`src/rtl/mbm_log_mult_if.sv`:
```
`default_nettype none
// +----------------------------------------------------------------------------+
// | Module  : mbm_log_mult_if                                                  |
// | Purpose : Streaming bus for the log-domain multiplier. Bundles the operand |
// |           input handshake (in_valid/in_ready, a, b, ka, kb) and the        |
// |           product output handshake (out_valid/out_ready, p).               |
// | Modports: master - producer/consumer side (testbench or upstream logic)    |
// |           slave  - the multiplier itself                                   |
// | Revision: 1.0 - initial release                                            |
// +----------------------------------------------------------------------------+
interface mbm_log_mult_if;
  logic        in_valid;
  logic        in_ready;
  logic [7:0]  a;
  logic [7:0]  b;
  logic [2:0]  ka;
  logic [2:0]  kb;
  logic        out_valid;
  logic        out_ready;
  logic [15:0] p;

  modport master (
    output in_valid, a, b, ka, kb, out_ready,
    input  in_ready, out_valid, p
  );

  modport slave (
    input  in_valid, a, b, ka, kb, out_ready,
    output in_ready, out_valid, p
  );
endinterface
`default_nettype wire

```
`src/rtl/mbm_log_mult.sv`:
```
`default_nettype none
// +----------------------------------------------------------------------------+
// | Module  : mbm_log_mult                                                     |
// | Purpose : 3-stage pipelined 8x8 unsigned approximate multiplier using the  |
// |           Mitchell log-domain method with a minimal-bias correction term.  |
// |           Operands arrive with their leading-one positions; the block      |
// |           forms mantissa fractions, adds them in the log domain and does   |
// |           the antilog shift. Full valid/ready backpressure, 1 result/cycle.|
// | Ports   : clk   - rising-edge clock                                        |
// |           rst_n - asynchronous active-low reset                            |
// |           bus   - slave modport: in_valid/in_ready/a/b/ka/kb in,           |
// |                   out_valid/out_ready/p out                                |
// |           k_err - sticky: an accepted nonzero operand had a wrong ka/kb    |
// | Revision: 1.0 - initial release                                            |
// +----------------------------------------------------------------------------+
module mbm_log_mult #(
  parameter logic [3:0] CORR = 4'd11
) (
  input  wire logic         clk,
  input  wire logic         rst_n,
  mbm_log_mult_if.slave     bus,
  output logic              k_err
);

  // Pipeline occupancy
  logic        r_v1;
  logic        r_v2;
  logic        r_v3;

  // Stage 1 registers: fractions, exponent sum, zero flag
  logic [6:0]  r1_fa;
  logic [6:0]  r1_fb;
  logic [3:0]  r1_k;
  logic        r1_zero;

  // Stage 2 registers: corrected mantissa and shift amount
  logic [8:0]  r2_m;
  logic [3:0]  r2_sh;
  logic        r2_zero;

  // Stage 3 register: product
  logic [15:0] r_p;
  logic        r_k_err;

  // Advance chain: a stage loads when it is empty or its content moves on.
  logic        w_adv1;
  logic        w_adv2;
  logic        w_adv3;
  logic        w_acc;

  assign w_adv3       = !r_v3 | bus.out_ready;
  assign w_adv2       = !r_v2 | w_adv3;
  assign w_adv1       = !r_v1 | w_adv2;
  // Held low while in reset so nothing is claimed accepted before release.
  assign bus.in_ready = rst_n & w_adv1;
  assign w_acc        = bus.in_valid & bus.in_ready;

  // ---------------- Stage 1 combinational ----------------
  logic        w_za;
  logic        w_zb;
  logic [6:0]  w_fa;
  logic [6:0]  w_fb;
  logic        w_err;

  assign w_za  = (bus.a == 8'd0);
  assign w_zb  = (bus.b == 8'd0);
  // Shifting the leading one up to bit 7 leaves the fraction in bits [6:0].
  assign w_fa  = 7'(bus.a << (3'd7 - bus.ka));
  assign w_fb  = 7'(bus.b << (3'd7 - bus.kb));
  assign w_err = (!w_za && ((bus.a >> bus.ka) != 8'd1)) ||
                 (!w_zb && ((bus.b >> bus.kb) != 8'd1));

  // ---------------- Stage 2 combinational ----------------
  logic [7:0]  w_s;
  logic [8:0]  w_m;
  logic [3:0]  w_sh;

  assign w_s = {1'b0, r1_fa} + {1'b0, r1_fb};

  always_comb begin
    w_m  = 9'd0;
    w_sh = 4'd0;
    if (!w_s[7]) begin
      // No carry out of the fraction sum: restore the implicit leading one.
      w_m  = 9'd128 + {1'b0, w_s} + {5'd0, CORR};
      w_sh = r1_k;
    end else begin
      // Carry already supplies the leading one; bump the exponent instead.
      w_m  = {1'b0, w_s} + {5'd0, CORR};
      w_sh = r1_k + 4'd1;
    end
  end

  // ---------------- Stage 3 combinational ----------------
  // M <= 266 and sh <= 15, so the shifted value always fits in 24 bits.
  logic [23:0] w_shifted;
  logic [16:0] w_q;
  logic [15:0] w_p;

  assign w_shifted = {15'd0, r2_m} << r2_sh;
  assign w_q       = 17'(w_shifted >> 7);

  always_comb begin
    w_p = w_q[15:0];
    if (w_q[16]) begin
      w_p = 16'hFFFF;
    end
    if (r2_zero) begin
      w_p = 16'd0;
    end
  end

  // ---------------- Pipeline registers ----------------
  always_ff @(posedge clk or negedge rst_n) begin
    if (!rst_n) begin
      r_v1    <= 1'b0;
      r_v2    <= 1'b0;
      r_v3    <= 1'b0;
      r1_fa   <= 7'd0;
      r1_fb   <= 7'd0;
      r1_k    <= 4'd0;
      r1_zero <= 1'b0;
      r2_m    <= 9'd0;
      r2_sh   <= 4'd0;
      r2_zero <= 1'b0;
      r_p     <= 16'd0;
      r_k_err <= 1'b0;
    end else begin
      if (w_adv1) begin
        r_v1 <= w_acc;
        if (w_acc) begin
          r1_fa   <= w_fa;
          r1_fb   <= w_fb;
          r1_k    <= {1'b0, bus.ka} + {1'b0, bus.kb};
          r1_zero <= w_za | w_zb;
        end
      end

      if (w_adv2) begin
        r_v2 <= r_v1;
        if (r_v1) begin
          r2_m    <= w_m;
          r2_sh   <= w_sh;
          r2_zero <= r1_zero;
        end
      end

      // Product only updates when a real entry lands, so p holds otherwise.
      if (w_adv3) begin
        r_v3 <= r_v2;
        if (r_v2) begin
          r_p <= w_p;
        end
      end

      if (w_acc && w_err) begin
        r_k_err <= 1'b1;
      end
    end
  end

  assign bus.out_valid = r_v3;
  assign bus.p         = r_p;
  assign k_err         = r_k_err;

endmodule
`default_nettype wire

```
`src/flat_wrapper.sv`:
```
// flat-port wrapper written by rule: the top's interface ports become plain ports
module mbm_log_mult_flat 
#(
  parameter logic [3:0] CORR = 4'd11
)
  (clk, rst_n, k_err, bus_in_valid, bus_a, bus_b, bus_ka, bus_kb, bus_out_ready, bus_in_ready, bus_out_valid, bus_p);
  mbm_log_mult_if bus_i ();
  input  wire logic clk;
  input  wire logic rst_n;
  output logic k_err;
  input wire logic [$bits(bus_i.in_valid)-1:0] bus_in_valid;
  input wire logic [$bits(bus_i.a)-1:0] bus_a;
  input wire logic [$bits(bus_i.b)-1:0] bus_b;
  input wire logic [$bits(bus_i.ka)-1:0] bus_ka;
  input wire logic [$bits(bus_i.kb)-1:0] bus_kb;
  input wire logic [$bits(bus_i.out_ready)-1:0] bus_out_ready;
  output wire logic [$bits(bus_i.in_ready)-1:0] bus_in_ready;
  output wire logic [$bits(bus_i.out_valid)-1:0] bus_out_valid;
  output wire logic [$bits(bus_i.p)-1:0] bus_p;
  assign bus_i.in_valid = bus_in_valid;
  assign bus_i.a = bus_a;
  assign bus_i.b = bus_b;
  assign bus_i.ka = bus_ka;
  assign bus_i.kb = bus_kb;
  assign bus_i.out_ready = bus_out_ready;
  assign bus_in_ready = bus_i.in_ready;
  assign bus_out_valid = bus_i.out_valid;
  assign bus_p = bus_i.p;
  mbm_log_mult #(.CORR(CORR)) u_core (.clk(clk), .rst_n(rst_n), .bus(bus_i), .k_err(k_err));
endmodule
```
`config.mk`:
```
export PLATFORM = sky130hd
export DESIGN_NAME = mbm_log_mult_flat
export DESIGN_NICKNAME = d
export VERILOG_FILES = /design/src/rtl/mbm_log_mult_if.sv /design/src/rtl/mbm_log_mult.sv /design/src/flat_wrapper.sv
export SDC_FILE = /design/constraint.sdc
export NUM_CORES = 1
export LEC_CHECK = 0
export CORE_ASPECT_RATIO = 1.5
export CORE_MARGIN = 2
export CORE_UTILIZATION = 50
export CTS_CLUSTER_DIAMETER = 60
export DETAILED_ROUTE_END_ITERATION = 16
export PLACE_DENSITY = 0.76
export RECOVER_POWER = 25
export SYNTH_ARGS = -nofsm -noshare
export SYNTH_HDL_FRONTEND = slang
export SYNTH_SLANG_ARGS = --single-unit
```
`constraint.sdc`:
```
create_clock -name clk -period 2.2 [get_ports clk]
set_input_delay 0.44 -clock clk [delete_from_list [all_inputs] [get_ports clk]]
set_output_delay 0.44 -clock clk [all_outputs]
set_load 0.01 [all_outputs]
```
# --- Word level (Yosys, flattened, before mapping) ---
# Cells that the tools add are included.
# W data, S select, Z words.
totals:
  regBits: 53
  input_bits: 26
  elab_cells: 51
classes:
  add_sub_neg: 8
  n_eq_ne: 2
  n_shift: 5
  mux: 4
  bitwise: 6
  reduce_logical: 14
ops:
  columns: ["cell", "count"]
  rows:
  - ["$mux W16", 2]
  - ["$shl A9 B4 Y24", 1]
  - ["$logic_not A8 Y1", 2]
  - ["$ne A8 B1 Y1 const B", 2]
  - ["$shl A8 B3 Y7", 2]
  - ["$shr A8 B3 Y8", 2]
  - ["$add A8 B4 Y9 const B", 1]
  - ["$add A8 B8 Y9 const A", 1]
  - ["$add A9 B4 Y9 const B", 1]
  - ["$mux W9", 1]
  - ["$add A7 B7 Y8", 1]
  - ["$reduce_and A2 Y1", 3]
  - ["$sub A3 B3 Y3 const A", 2]
  - ["$logic_not A1 Y1", 5]
  - ["$add A3 B3 Y4", 1]
  - ["$add A4 B1 Y4 const B", 1]
  - ["$mux W4", 1]
  - ["$or A1 B1 Y1", 4]
  - ["$logic_and A1 B1 Y1", 3]
  - ["$and A1 B1 Y1", 2]
  - ["$logic_or A1 B1 Y1", 1]

# --- Logic depth before layout (Yosys ltp) ---
# Gate-level depths: netlist of the first run.
logic_depth:
  word_depth: 7
  ltp_mapped: 8
  depth_no_buf: 8

# --- Least setup slack after synthesis of the first run ---
# Ideal clock, no wire load.
synth_timing:
  path_kind: "reg-to-reg"
  start: "reg u_core.r1_fb[0]"
  end: "reg u_core.r2_m[6]"
  setup_ns: 0.080
  arrival_ns: 2.257
  setup_slack_ns: -0.137
  path_stages_with_launch: 8
  path_buffers: 0
  synth_period_minus_slack_ns: 2.337
  cell_sequence: "dfrtp_1 > ha_1 > fa_1 > a211oi_2 > or4b_1 > o2111ai_1 > or4b_1 > o211ai_2"
synth_via:
  elab_chain_len: 4
synth_lines:
  columns: ["element", "line", "rtl"]
  rows:
  - ["from (decl)", "mbm_log_mult.sv:32", "logic [6:0] r1_fb;"]
  - ["from (signal assigned)", "mbm_log_mult.sv:133", "r1_fb <= w_fb;"]
  - ["$add A7 B7 Y8 (*)", "mbm_log_mult.sv:78", "assign w_s = {1'b0, r1_fa} + {1'b0, r1_fb};"]
  - ["$add A8 B8 Y9", "mbm_log_mult.sv:85", "w_m = 9'd128 + {1'b0, w_s} + {5'd0, CORR};"]
  - ["$add A9 B4 Y9", "mbm_log_mult.sv:85", null]
  - ["$mux W9 (*)", "mbm_log_mult.sv:83", "if (!w_s[7]) begin"]
  - ["to (signal assigned)", "mbm_log_mult.sv:142", "r2_m <= w_m;"]
  - ["to (decl)", "mbm_log_mult.sv:37", "logic [8:0] r2_m;"]
# Mark *: on every way between the ends. The rest lies on a longest branch, timed or not.
# A chain may end at the register's enable or synchronous reset.

# --- Final worst setup path of the first run ---
# Same ends and word-level chain as after synthesis.

==> impl_metrics.yaml, run 1 <==
run_status:
  status: "finished with violations"
  violations: "max-capacitance violations, max-slew violations, negative setup slack"
synth:
  synth_flop_cell: "dfrtp_1"
  ys_warn_count: 0
  synth_edf_count: 0
  ys_seq_area_frac: 0.360
  syn_avg_cell_area_sq_um: 8.76
  synthArstFlopShare: 1.00
  netlist_instances: 421
  synth_fp_nets: 461
  ys_ff_latch: 53
  synth_area_sq_mm: 0.00369
  ys_types: 62
drt:
  wl_met2_um: 5060
  vias: 3412
  viasPerCell: 5.83
  drt_wl_total_um: 8860
  wl_met1_um: 3200
  drtAntennaViolNets: 0
  wl_per_cell_um: 15.1
  top_layer: "met4"
  drc_errors: 0
  wl_met3_um: 276
  drt-pass1-iter-count: 4
  drt-initial-drc-count: 214
die:
  coreArea_sq_mm: 0.00718
  die_area_sq_mm: 0.00809
  start_util: 0.513
  fp.dieH_um: 109
  die-width_um: 74.1
  row_count: 38
  io_pins: 45
grt:
  grt_pass1_wl_um: 14700
  grt_overflow: 0
  grt_max_degree: 32
  grt_pass1_vias: 3333
  grt_use_total: 0.233
  antenna_found_initial: 0
critical_path:
  reg2reg_from: "u_core.r1_fb[0]"
  path_cells: "ha_2 > fa_2 > inv_2 > ha_4 > o22ai_4 > o221ai_2 > or4b_4 > o211ai_2"
  cp-start-kind: "register"
  path_depth: 8
  r2r_cells: 8
  cp.buffers_inverters: 1
  cp.arrival_ns: 2.56
  crit_path_top_delay_cell: "fa_2"
  crit_family: "adder cells"
  crit_path_max_fanout: 2
  cpPeakStageDelay_ns: 0.55
  worstPathRequired_ns: 2.43
  r2r_end: "u_core.r2_m[6]"
  path_class: "register to register"
  endpoint_kind: "register"
  rrSetupSlack_ns: -0.13
sta:
  fin_crit_sh: 1.06
  hold_viol_final: 0
  worst_clock_skew_ns: 0.00857
  grt_setup_unrepaired: "yes"
  fmax_mhz: 430
  layout_setup_ws_ns: -0.128
  hold_slack_ns: 0.480
  timing.slew.headroom: -0.0826
  worst_slew_pin_slew_ns: 1.62
  finalSetupViolCount: 1
  drv_slew: 32
  period_needed_ns: 2.33
job:
  maxCapViolations: 1
clock_network:
  cts_num_sinks: 53
  clock-root-buffer: "clkbuf_8"
  clkTransAtPathRegs_ns: 0.09
  cts_buffers: 5
  insertion_delay_ns: 0.31
  h-tree-depth: 2
  cts_max_path_buffers: 2
  cts_tree: "done"
place:
  gp_congestion: 0.859
  dp_slack_ns: -0.151
  numPortBuffers: 44
  dp_hpwl_um: 6960
power:
  p_leak_nw: 2.00
  powerDensity_mw_per_mm2: 849
  worst_ir_drop_vdd_v: 0.000420
hold_path:
  hold_depth: 2
  whs_endpoint: "u_core.bus.p[2]"
  hp-class: "register to register"
  hold_path.startpoint: "u_core.bus.p[2]"
cells_and_area:
  diodes: 0
  syn_to_final_growth_pct: 26.1
  nets: 525
  drive_above_1_share: 0.157
==> registers in the layout, indices dropped and copies added, names as in the netlist <==
name                  cells
u_core.bus.out_valid      1
u_core.r1_fa              7
u_core.r1_zero            1
u_core.k_err              1
u_core.r2_m               9
u_core.r_v1               1
u_core.bus.p             16
u_core.r1_fb              7
u_core.r_v2               1
u_core.r2_zero            1
u_core.r1_k               4
u_core.r2_sh              4
==> metal layers <==
metal  global-route usage  vias to the layer above
li1                     -                     1676
met1                0.236                     1623
met2                0.453                       92
met3               0.0333                       21
met4                0.101                        0
met5                    0                        -
==> worst register-to-register path, cell delays in order, from the launching register on <==
cell	delay, ns
dfrtp_1	0.39
ha_2	0.21
fa_2	0.55
inv_2	0.05
ha_4	0.16
o22ai_4	0.16
o221ai_2	0.12
or4b_4	0.53
o211ai_2	0.09
==> worst max path at each step <==
stage                     endpoint             from  slack [ns]
floorplan           u_core.r2_m[6]  u_core.r1_fa[0]       -0.06
global placement    u_core.r2_m[6]  u_core.r1_fa[0]       -0.09
detailed placement  u_core.r2_m[6]  u_core.r1_fa[0]       -0.15
CTS                 u_core.r2_m[6]  u_core.r1_fa[0]       -0.07
global route        u_core.r2_m[6]  u_core.r1_fb[0]       -0.19
finish              u_core.r2_m[6]  u_core.r1_fb[0]       -0.13
==> repair_timing <==
item,in CTS,in global routing
endpoints found under the setup margin,1,8
pin swaps,1,13
buffers inserted,1,4
resized for setup,4,16
hold buffers,0,0
==> synth_stat cells, drive strengths merged (8+ instances only) <==
cell    instances  area share
ha             12       0.041
nand3           8       0.011
nand2b          8       0.014
nand2          68       0.069
inv            15       0.015
a21oi          18       0.024
dfrtp          53        0.36
o21ai          34       0.047
a31oi           8       0.014
clkbuf         19       0.019
nor2           28       0.029
o31ai          10       0.020
mux2i          18       0.049
o211ai          9       0.021
==> cell usage in the layout (no fill, tap or decap), drive strengths merged, types with 12 or more instances in the layout <==
| master | n |
|---|---|
| a21oi | 18 |
| buf | 37 |
| clkdlybuf4s50 | 42 |
| dfrtp | 53 |
| ha | 12 |
| inv | 15 |
| mux2i | 18 |
| nand2 | 68 |
| nor2 | 28 |
| o21ai | 34 |
==> where the power goes <==
part	total (W)	internal [W]	switching [W]
Clock	0.000558	0.000250	0.000307
Sequential	0.00150	0.00122	0.000280
Combinational	0.00189	0.000978	0.000909
Total	0.00395	0.00245	0.00150
==> stage by stage <==
| step | total power [W] | instance area [sq um] | util | instances | setup TNS (ns) |
|---|---|---|---|---|---|
| 5_1_grt | 0.00423 | 4650 | 0.647 | 585 | -0.377 |
| 6_report | 0.00395 | 4650 | 0.647 | 585 | -0.128 |
| 3_5_place_dp | 0.00329 | 4420 | 0.616 | 573 | -0.233 |
| 3_3_place_gp | 0.00324 | 4420 | 0.616 | 573 | -0.0942 |
| 4_1_cts | 0.00386 | 4540 | 0.632 | 581 | -0.0670 |
| 2_1_floorplan | 0.00260 | 3700 | - | 421 | -0.0597 |
==> logic make-up after synthesis <==
family                     synth area share
adders and majority gates            0.0516
buffers and inverters                0.0445
muxes                                 0.101
xor gates and xnor gates             0.0166
AOI/OAI and AO/OA                     0.225
and+or+nand+nor                       0.202
DFF                                   0.360
==> cell type report <==
type,instances,area (sq um)
clock buffers,7,86.3
fillers,624,2530
inverters,15,56.3
multi-input cells,327,2310
flip-flops and latches,53,1330
well taps,100,125
repair buffers,83,738
No activity file was read; power rests on OpenSTA's default activity.
==> run 2, diff against run 1 <==
--- a/config.mk
+++ b/config.mk
@@ -8,7 +8,7 @@
 export CORE_ASPECT_RATIO = 1.5
 export CORE_MARGIN = 2
 export CORE_UTILIZATION = 50
-export CTS_CLUSTER_DIAMETER = 60
+export CTS_CLUSTER_DIAMETER = 200
 export DETAILED_ROUTE_END_ITERATION = 16
 export PLACE_DENSITY = 0.76
 export RECOVER_POWER = 25
==> results of run 2 <==
The final DEF is identical to that of run 1; final timing and power are the same.
==> run 3, diff against run 2 <==
--- a/config.mk
+++ b/config.mk
@@ -5,12 +5,14 @@
 export SDC_FILE = /design/constraint.sdc
 export NUM_CORES = 1
 export LEC_CHECK = 0
+export CELL_PAD_IN_SITES_DETAIL_PLACEMENT = 0
+export CELL_PAD_IN_SITES_GLOBAL_PLACEMENT = 1
 export CORE_ASPECT_RATIO = 1.5
 export CORE_MARGIN = 2
-export CORE_UTILIZATION = 50
+export CORE_UTILIZATION = 39
 export CTS_CLUSTER_DIAMETER = 200
 export DETAILED_ROUTE_END_ITERATION = 16
-export PLACE_DENSITY = 0.76
+export PLACE_DENSITY_LB_ADDON = 0.1
 export RECOVER_POWER = 25
 export SYNTH_ARGS = -nofsm -noshare
 export SYNTH_HDL_FRONTEND = slang
==> constraint.sdc (replaced) <==
create_clock -name clk -period 2.2 [get_ports clk]
set_input_delay 0.22 -clock clk [delete_from_list [all_inputs] [get_ports clk]]
set_output_delay 0.22 -clock clk [all_outputs]
set_load 0.01 [all_outputs]
==> run 3 against run 2 <==
The flow finishes with violations (negative setup slack); sequential power hardly changed; count of clock-buffer cells in the layout shrank 2; clock skew up 0.0037 ns; sequential share of layout area grew 0.12 points; via count down 4.8%; fmax is 2.7% higher; hold slack lost 0.076 ns; first-iteration DRC count decreased by 57%; routed wire length increased by 3.0%; cell count increased by 0.51%; setup slack better by 0.061 ns.
==> impl_metrics.yaml, run 3 (same netlist as run 1, synthesis figures left out) <==
run_status:
  status: "finished with violations"
  violations: "negative setup slack"
clock_network:
  cts_max_path_buffers: 2
  h-tree-depth: 2
  cts_num_sinks: 53
  clock-root-buffer: "clkbuf_16"
  cts_buffers: 5
  cts_tree: "done"
  clkTransAtPathRegs_ns: 0.08
  insertion_delay_ns: 0.30
die:
  start_util: 0.401
  coreArea_sq_mm: 0.00920
  row_count: 43
  io_pins: 45
  fp.dieH_um: 123
  die_area_sq_mm: 0.0103
  die-width_um: 83.4
job:
  maxCapViolations: 0
cells_and_area:
  final_cells: 588
  layout_common_cells: "nand2_1 (68), dfrtp_1 (53), clkdlybuf4s50_1 (43), o21ai_0 (31), nor2_1 (28)"
  ff_latch_area_sq_mm: 0.00133
  layout_commonest_cell: "nand2_1"
  fillers: 877
  drive_above_1_share: 0.139
  nets: 515
  multiInputGateArea_sq_mm: 0.00228
  largest_register_ffs: 16
  syn_to_final_growth_pct: 25.5
  diodes: 0
sta:
  worst_clock_skew_ns: 0.0123
  period_needed_ns: 2.27
  setup_tns_ns: -0.0666
  timing.slew.headroom: 0.119
  hold_viol_final: 0
  worst_slew_pin_slew_ns: 1.32
  layout_setup_ws_ns: -0.0666
  fin_crit_sh: 1.03
  finalSetupViolCount: 1
  drv_slew: 0
  grt_setup_unrepaired: "yes"
  fmax_mhz: 441
place:
  numPortBuffers: 44
  gp_congestion: 0.790
  dp_cells: 578
  dp_hpwl_um: 7210
  dp_slack_ns: -0.134
drt:
  drt-pass1-iter-count: 4
  vias: 3248
  wl_per_cell_um: 15.5
  drtAntennaViolNets: 0
  viasPerCell: 5.52
  drt_wl_total_um: 9130
  drt-initial-drc-count: 92
  drc_errors: 0
power:
  power_w: 0.00416
  p_sw_frac: 0.373
  p_leak_nw: 1.98
  p_seq_frac: 0.357
  switchingPower_w: 0.00155
  p_clk_frac: 0.198
  worst_ir_drop_vdd_v: 0.000549
  pwr-share-comb: 0.445
  internal-power_w: 0.00261
  powerDensity_mw_per_mm2: 899
critical_path:
  crit_path_max_fanout: 2
  cp-start-kind: "register"
  critPathLaunch: "u_core.r1_fa[0]"
  cp.arrival_ns: 2.49
  rrSetupSlack_ns: -0.07
  path_class: "register to register"
  endpoint_kind: "register"
  reg2reg_from: "u_core.r1_fa[0]"
  worstPathRequired_ns: 2.42
grt:
  grt_pass1_wl_um: 15400
  grt_max_degree: 54
  grt_pass1_vias: 3310
  grt_use_total: 0.186
  antenna_found_initial: 0
  grt_overflow: 0
hold_path:
  hp-class: "primary input to asynchronous set/reset pin"
[run 3: changes by cell type in the layout (fill, tap and decap cells not counted), moves of 2 or more]
cell,before,now
clkbuf_16,0,5
inv_6,0,2
buf_4,35,26
clkbuf_1,4,1
clkbuf_8,6,0
[run 3: per-layer routing]
layer	track usage	up-vias	share of wire
met1	0.180	1519	0.37
li1	-	1659	-
met5	0	-	0
met3	0.0234	18	0.020
met2	0.390	52	0.58
met4	0.0768	0	0.025
[run 3: worst max-delay path: stages, from the launching register on]
cell and delay, ns:
dfrtp_1 0.39, ha_2 0.20, fa_2 0.54, inv_2 0.05, ha_4 0.16, o22ai_4 0.16
o221ai_2 0.12, or4b_1 0.50, o211ai_2 0.08
[run 3: final timing paths]
| path | endpoint | cells after the start |
|---|---|---|
| setup reg to reg | u_core.r2_m[6] | 8 |
| hold reg to reg | u_core.bus.p[15] | 2 |
| hold / removal | u_core.bus.p[1] | 2 |
| setup / recovery | u_core.r2_m[6] | 8 |
| max in group asynchronous | u_core.r2_m[5] | 2 |
| min in group clk | u_core.r_v1 | 4 |
[run 3: metrics by stage]
stage	utilization	hold slack, ns	instance area, sq um
after global routing	0.503	0.503	4630
after detailed placement	0.478	0.447	4400
after CTS	0.499	0.121	4590
final	0.503	0.404	4630
after floorplan	-	-0.0756	3700
after global placement	0.478	0.448	4400
[run 3: power by group through the flow]
stage | combinational (W) | sequential [W] | clock [W]
floorplan | 0.00115 | 0.00144 | 0
global placement | 0.00179 | 0.00150 | 0
detailed placement | 0.00180 | 0.00151 | 0
CTS | 0.00184 | 0.00149 | 0.000850
global route | 0.00203 | 0.00154 | 0.000877
finish | 0.00185 | 0.00149 | 0.000823
[run 3: area by class of cell]
type	instances	area share
clock inverters	3	0.00541
multi-input cells	327	0.493
repair buffers	73	0.146
well taps	112	0.0303
flip-flops and latches	53	0.287
inverters	15	0.0122
clock buffers	5	0.0270
[run 3: what timing repair did]
item                       4_1_cts  5_1_grt
setup endpoints to repair        3        7
hold buffers                     0        0
pin swaps                        2        5
buffers inserted                 2        0
gates resized for setup          5        6
